**src/rtl/id_ex_stage_pkg.sv**
```systemverilog
// Shared core types for the ID/EX boundary: widths, ALU op codes
// and the packed ID->EX bundle together with its bubble encoding.
package id_ex_stage_pkg;

    localparam int XLEN    = 32;
    localparam int ALUOP_W = 4;

    typedef enum logic [ALUOP_W-1:0] {
        ALU_ADD  = 4'd0,
        ALU_SUB  = 4'd1,
        ALU_SLL  = 4'd2,
        ALU_SLT  = 4'd3,
        ALU_SLTU = 4'd4,
        ALU_XOR  = 4'd5,
        ALU_SRL  = 4'd6,
        ALU_SRA  = 4'd7,
        ALU_OR   = 4'd8,
        ALU_AND  = 4'd9,
        ALU_LUI  = 4'd10
    } alu_op_e;

    typedef struct packed {
        logic [XLEN-1:0]    pc;
        logic [4:0]         rs1;
        logic [4:0]         rs2;
        logic [4:0]         rd;
        logic [XLEN-1:0]    rd1;
        logic [XLEN-1:0]    rd2;
        logic [XLEN-1:0]    imm;
        logic               reg_we;
        logic               mem_re;
        logic               mem_we;
        logic [ALUOP_W-1:0] alu_op;
        logic               valid;
    } id_ex_t;

    localparam id_ex_t ID_EX_BUBBLE = '0;

endpackage

```
**src/rtl/load_use_detect.sv**
```systemverilog
// Load-use hazard equation: a load sitting in EX whose destination
// is read by the live instruction in ID. A load to x0 never matches.
module load_use_detect (
    input  logic       i_ex_valid,
    input  logic       i_ex_mem_re,
    input  logic [4:0] i_ex_rd,
    input  logic       i_id_valid,
    input  logic [4:0] i_id_rs1,
    input  logic [4:0] i_id_rs2,
    input  logic       i_id_uses_rs1,
    input  logic       i_id_uses_rs2,
    output logic       o_load_use
);

    logic w_rs1_hit;
    logic w_rs2_hit;

    assign w_rs1_hit  = i_id_uses_rs1 & (i_id_rs1 == i_ex_rd);
    assign w_rs2_hit  = i_id_uses_rs2 & (i_id_rs2 == i_ex_rd);
    assign o_load_use = i_ex_valid & i_ex_mem_re & (i_ex_rd != 5'd0) &
                        i_id_valid & (w_rs1_hit | w_rs2_hit);

endmodule

```
**src/rtl/id_ex_stage.sv**
```systemverilog
// ID/EX pipeline register with load-use bubble insertion, redirect
// flush, busy hold and saturating hazard event counters.
module id_ex_stage
    import id_ex_stage_pkg::*;
#(
    parameter int CNT_W = 16
) (
    input  logic               clk,
    input  logic               rst,
    input  logic               id_valid,
    input  logic [XLEN-1:0]    id_pc,
    input  logic [4:0]         id_rs1,
    input  logic [4:0]         id_rs2,
    input  logic [4:0]         id_rd,
    input  logic               id_uses_rs1,
    input  logic               id_uses_rs2,
    input  logic [XLEN-1:0]    id_rd1,
    input  logic [XLEN-1:0]    id_rd2,
    input  logic [XLEN-1:0]    id_imm,
    input  logic               id_reg_we,
    input  logic               id_mem_re,
    input  logic               id_mem_we,
    input  logic [ALUOP_W-1:0] id_alu_op,
    input  logic               ex_busy,
    input  logic               ex_redirect,
    output logic               ex_valid,
    output logic [XLEN-1:0]    pc_e,
    output logic [4:0]         rs1e,
    output logic [4:0]         rs2e,
    output logic [4:0]         rde,
    output logic [XLEN-1:0]    rd1e,
    output logic [XLEN-1:0]    rd2e,
    output logic [XLEN-1:0]    imme,
    output logic               reg_wee,
    output logic               mem_ree,
    output logic               mem_wee,
    output logic [ALUOP_W-1:0] alu_ope,
    output logic               stall_f,
    output logic               stall_d,
    output logic               flush_d,
    output logic [CNT_W-1:0]   lu_bubble_cnt,
    output logic [CNT_W-1:0]   flush_cnt
);

    id_ex_t           r_q;
    id_ex_t           w_id;
    logic             w_load_use;
    logic             w_flush;
    logic             w_lu;
    logic [CNT_W-1:0] r_lu_cnt;
    logic [CNT_W-1:0] r_fl_cnt;

    load_use_detect u_lud (
        .i_ex_valid    (r_q.valid),
        .i_ex_mem_re   (r_q.mem_re),
        .i_ex_rd       (r_q.rd),
        .i_id_valid    (id_valid),
        .i_id_rs1      (id_rs1),
        .i_id_rs2      (id_rs2),
        .i_id_uses_rs1 (id_uses_rs1),
        .i_id_uses_rs2 (id_uses_rs2),
        .o_load_use    (w_load_use)
    );

    always_comb begin
        w_id        = ID_EX_BUBBLE;
        w_id.pc     = id_pc;
        w_id.rs1    = id_rs1;
        w_id.rs2    = id_rs2;
        w_id.rd     = id_rd;
        w_id.rd1    = id_rd1;
        w_id.rd2    = id_rd2;
        w_id.imm    = id_imm;
        w_id.reg_we = id_reg_we;
        w_id.mem_re = id_mem_re;
        w_id.mem_we = id_mem_we;
        w_id.alu_op = id_alu_op;
        w_id.valid  = id_valid;
    end

    // busy outranks redirect, which outranks load-use
    assign w_flush = ~rst & ~ex_busy & ex_redirect;
    assign w_lu    = ~rst & ~ex_busy & ~ex_redirect & w_load_use;
    assign stall_f = ~rst & (ex_busy | w_lu);
    assign stall_d = stall_f;
    assign flush_d = w_flush;

    always_ff @(posedge clk) begin
        if (rst) begin
            r_q      <= ID_EX_BUBBLE;
            r_lu_cnt <= '0;
            r_fl_cnt <= '0;
        end else if (!ex_busy) begin
            if (w_flush || w_lu || !id_valid) begin
                r_q <= ID_EX_BUBBLE;
            end else begin
                r_q <= w_id;
            end
            if (w_lu && !(&r_lu_cnt)) begin
                r_lu_cnt <= r_lu_cnt + 1'b1;
            end
            if (w_flush && !(&r_fl_cnt)) begin
                r_fl_cnt <= r_fl_cnt + 1'b1;
            end
        end
    end

    assign ex_valid      = r_q.valid;
    assign pc_e          = r_q.pc;
    assign rs1e          = r_q.rs1;
    assign rs2e          = r_q.rs2;
    assign rde           = r_q.rd;
    assign rd1e          = r_q.rd1;
    assign rd2e          = r_q.rd2;
    assign imme          = r_q.imm;
    assign reg_wee       = r_q.reg_we;
    assign mem_ree       = r_q.mem_re;
    assign mem_wee       = r_q.mem_we;
    assign alu_ope       = r_q.alu_op;
    assign lu_bubble_cnt = r_lu_cnt;
    assign flush_cnt     = r_fl_cnt;

endmodule
```
**config.mk**
```make
export PLATFORM = sky130hd
export DESIGN_NAME = id_ex_stage
export DESIGN_NICKNAME = d
export VERILOG_FILES = /design/src/rtl/id_ex_stage_pkg.sv /design/src/rtl/load_use_detect.sv /design/src/rtl/id_ex_stage.sv
export SDC_FILE = /design/constraint.sdc
export NUM_CORES = 1
export LEC_CHECK = 0
export ABC_AREA = 0
export ABC_CLOCK_PERIOD_IN_PS = 1800
export CAP_MARGIN = 20
export CORE_MARGIN = 8
export CORE_UTILIZATION = 35
export CTS_CLUSTER_SIZE = 24
export DETAILED_ROUTE_END_ITERATION = 16
export PLACE_DENSITY = 0.8
export RECOVER_POWER = 25
export SYNTH_ARGS = -nofsm -noshare
export SYNTH_HDL_FRONTEND = slang
export SYNTH_SLANG_ARGS = --single-unit
```
**constraint.sdc**
```tcl
create_clock -name clk -period 1.8 [get_ports clk]
set_input_delay 0.18 -clock clk [delete_from_list [all_inputs] [get_ports clk]]
set_output_delay 0.18 -clock clk [all_outputs]
set_load 0.01 [all_outputs]
```
==> summary.md <==
| Metric | Value |
|---|---|
| Yosys warns | `0` |
| Hold_ws | `0.334 ns` |
| Routed WL | `between 20000 and 30000 um` |
| Worst-path maximum fanout | `7` |
| Worst slew pin tran | `approximately 0.45 ns` |
| IO buf count | `342` |
| CP endpoint kind | `flop` |
| Vias per cell | `5.20` |
| Number of CTS-inserted buffers | `17` |
| Overall power | `9.10 mW` |
| Top cell type's share of synthesized area | `0.580` |
| Top cell by count, worst path | `buf_6` |
| Post-synth top area cell | `dfxtp_1` |
| Most frequent cell after synthesis | `dfxtp_1` |
| Antenna Diode Count | `0` |
| Crit-path leading delay family | `buffers and inverters` |
| Htree depth | `4` |
| Post-synth cell types | `43` |
| Final WS setup | `-0.384 ns` |
| Die span in x | `about 150 um` |
| Post-layout min period | `between 2 and 2.5 ns` |
| Met2 routed WL | `around 13000 um` |
| Fin crit share | `1.21` |
| Clock Latency Late Sink | `between 0.4 and 0.5 ns` |
| Post-synth EDFFs | `0` |
| Largest net degree at the start of global routing | `80` |
| CTS tree | `built` |
| Post-synthesis area per instance | `around 12 um^2` |
| Flops & latches, synth | `183` |
| Pwr per Cell Area | `760 mW/mm^2` |
| Layout area overhead | `89.6%` |
| Crit path DAT | `2.55 ns` |
| Top post-synthesis cells by area | `dfxtp_1 58%, a22o_1 21%, xnor2_1 2.9%` |
| Syn Std Cell Area | `0.00631 mm^2` |
| Status | `finished with violations` |
| Max-Cap Viols | `0` |
| Worst-path clk slew | `around 0.08 ns` |
| Slew Viols, Final | `0` |
| I/O Pins | `around 340` |
| Vias in the first global route | `between 6000 and 7000` |
| Final Skew | `0.0115 ns` |
| Gpl congestion | `0.844` |
| Peak supply drop | `between 700 and 800 uV` |
| Top cells by count, synth | `183 x dfxtp_1, 150 x a22o_1, 27 x clkbuf_1` |
| CTS Hold Bufs | `0` |
| Critical path type | `reg2reg` |
| DRT iter0 DRCs | `265` |
| Fin nets | `1117` |
| Post-Syn Instances | `547` |
| TritonRoute pass-1 iters | `4` |
| Number of buffers and inverters on the critical path | `5` |
| Setup Viol. Count Final | `169` |
| Share of layout cells above drive strength 1 | `0.193` |
| Detail Route Antenna Nets | `0` |
| M1 WL | `approximately 10000 um` |
| Final Hold Vio Count | `0` |
| Sink Count | `183` |
| First-pass GRT wire length | `37100 um` |
| Worst hold path class | `in2reg` |
| Total number of vias | `roughly 6200` |
| Failing checks | `setup timing` |
| Fmax | `0.458 GHz` |
| Slowest CP cell | `or4_4` |
| Clk buf depth | `2` |
| Slew headroom | `0.699` |
| DP HPWL | `17300 um` |
| Initial Utilization | `0.354` |
| Syn Nets | `706` |
| CP cell instances | `or4_4, o2111a_1, buf_6, buf_6, a21boi_4, buf_6, buf_12, clkbuf_16, a22o_1` |
| Async S/R FF share, synth | `0` |
| Post-synthesis sequential area ratio | `0.580` |
| Routed wire per std cell | `21.3 um` |
| Max stage delay on crit path | `0.52 ns` |
| LEAKAGE | `4.71 nW` |
| Placed insts | `1132` |
| # rows | `49` |
| DRC | `0` |
| RSZ-0062 raised after global routing | `yes` |
| Die ar. | `0.0226 mm^2` |
| Core footprint | `0.0178 mm^2` |
| Final Core Density | `0.671` |
| Ys flop type | `dfxtp_1` |
| Setup crit start kind | `flop` |
| GR Util All Layers | `0.212` |
| Gr ovfl total | `0` |
| Root Buffer | `clkbuf_16` |
| Fin cells | `1200` |
| Die Y | `150 um` |
| Antenna violations before repair | `1` |
| Worst path required time | `2.17 ns` |
| Top layer in use | `met5` |
| DR WL met3 | `1840 um` |
-- cell families after synthesis --
logic type / share of synthesized area
AO/OA/AOI/OAI: 0.261
XOR/XNOR: 0.0291
adder cells (fa/ha/maj): 0.00396
buffers and inverters: 0.0386
flip-flops: 0.580
multiplexers: 0.00476
AND/OR/NAND/NOR: 0.0820
-- worst register-to-register path: cells and delay by family (launching register included) --
family | cells | cell delay, ns
and+or+nand+nor | 1 | 0.52
AOI/OAI and AO/OA | 3 | 0.60
DFF | 1 | 0.32
buffers and inverters | 5 | 0.69
-- cell usage in the layout, fill, tap and decap left out, types with 9 or more instances in the layout --
cell / n
buf_12: 13
clkdlybuf4s50_1: 288
a22o_1: 150
a21oi_1: 11
dfxtp_1: 177
dlygate4sd3_1: 48
nand3_1: 9
nand4_1: 15
clkbuf_16: 21
buf_4: 47
buf_6: 18
xnor2_1: 15
nor2_1: 14
-- sequential cells by signal (all words and copies together) (netlist names) --
register and flops:
rd1e 32, reg_wee 1, imme 32, mem_ree 1, rs1e 5, rde 5, mem_wee 1, alu_ope 4
ex_valid 1, rs2e 5, lu_bubble_cnt 16, rd2e 32, pc_e 32, flush_cnt 16
-- where the power goes --
group          internal (mW)  switching [mW]
clock network           2.15            1.82
registers               4.13          0.0499
logic                  0.613           0.332
-- routing by layer --
layer  global-route usage  vias up
met5                    0        -
met4               0.0700        2
met3               0.0760       39
met2                0.363      232
met1                0.240     3032
li1                     -     2931
-- stage by stage --
step                      setup TNS, ns  area, um^2  setup slack, ns
after CTS                        -53.30       11700           -0.382
after global placement           -55.44       10400           -0.412
after global routing             -63.96       12000           -0.436
after detailed placement         -64.50       10400           -0.477
final                            -54.77       12000           -0.384
after floorplan                   -7.73        6360          -0.0832
-- final timing paths --
kind              startpoint  endpoint  slack [ns]  cells after the start
hold reg to reg     imme[28]  imme[28]        0.48                      1
hold / removal     id_pc[27]  pc_e[27]        0.33                      2
setup reg to reg      rde[1]   rd1e[4]       -0.38                      9
setup / recovery      rde[1]   rd1e[4]       -0.38                      9
-- area by class of cell --
| cell class | count | area, um^2 |
|---|---|---|
| tap | 229 | 287 |
| multi-input combinational | 313 | 2700 |
| fill | 1276 | 5870 |
| timing repair buffer | 439 | 4670 |
| inverter | 4 | 15.0 |
| clock buffer | 18 | 429 |
| clock inverter | 14 | 201 |
| sequential | 183 | 3670 |
-- repair_timing --
action / in CTS / in global routing
gates resized for setup: 71 / 52
endpoints found under the setup margin: 172 / 175
pin swaps: 41 / 38
gates cloned: 13 / 4
endpoints found under the hold margin: 0 / 0
buffers inserted: 18 / 6
No activity file was read; power rests on OpenSTA's default activity.
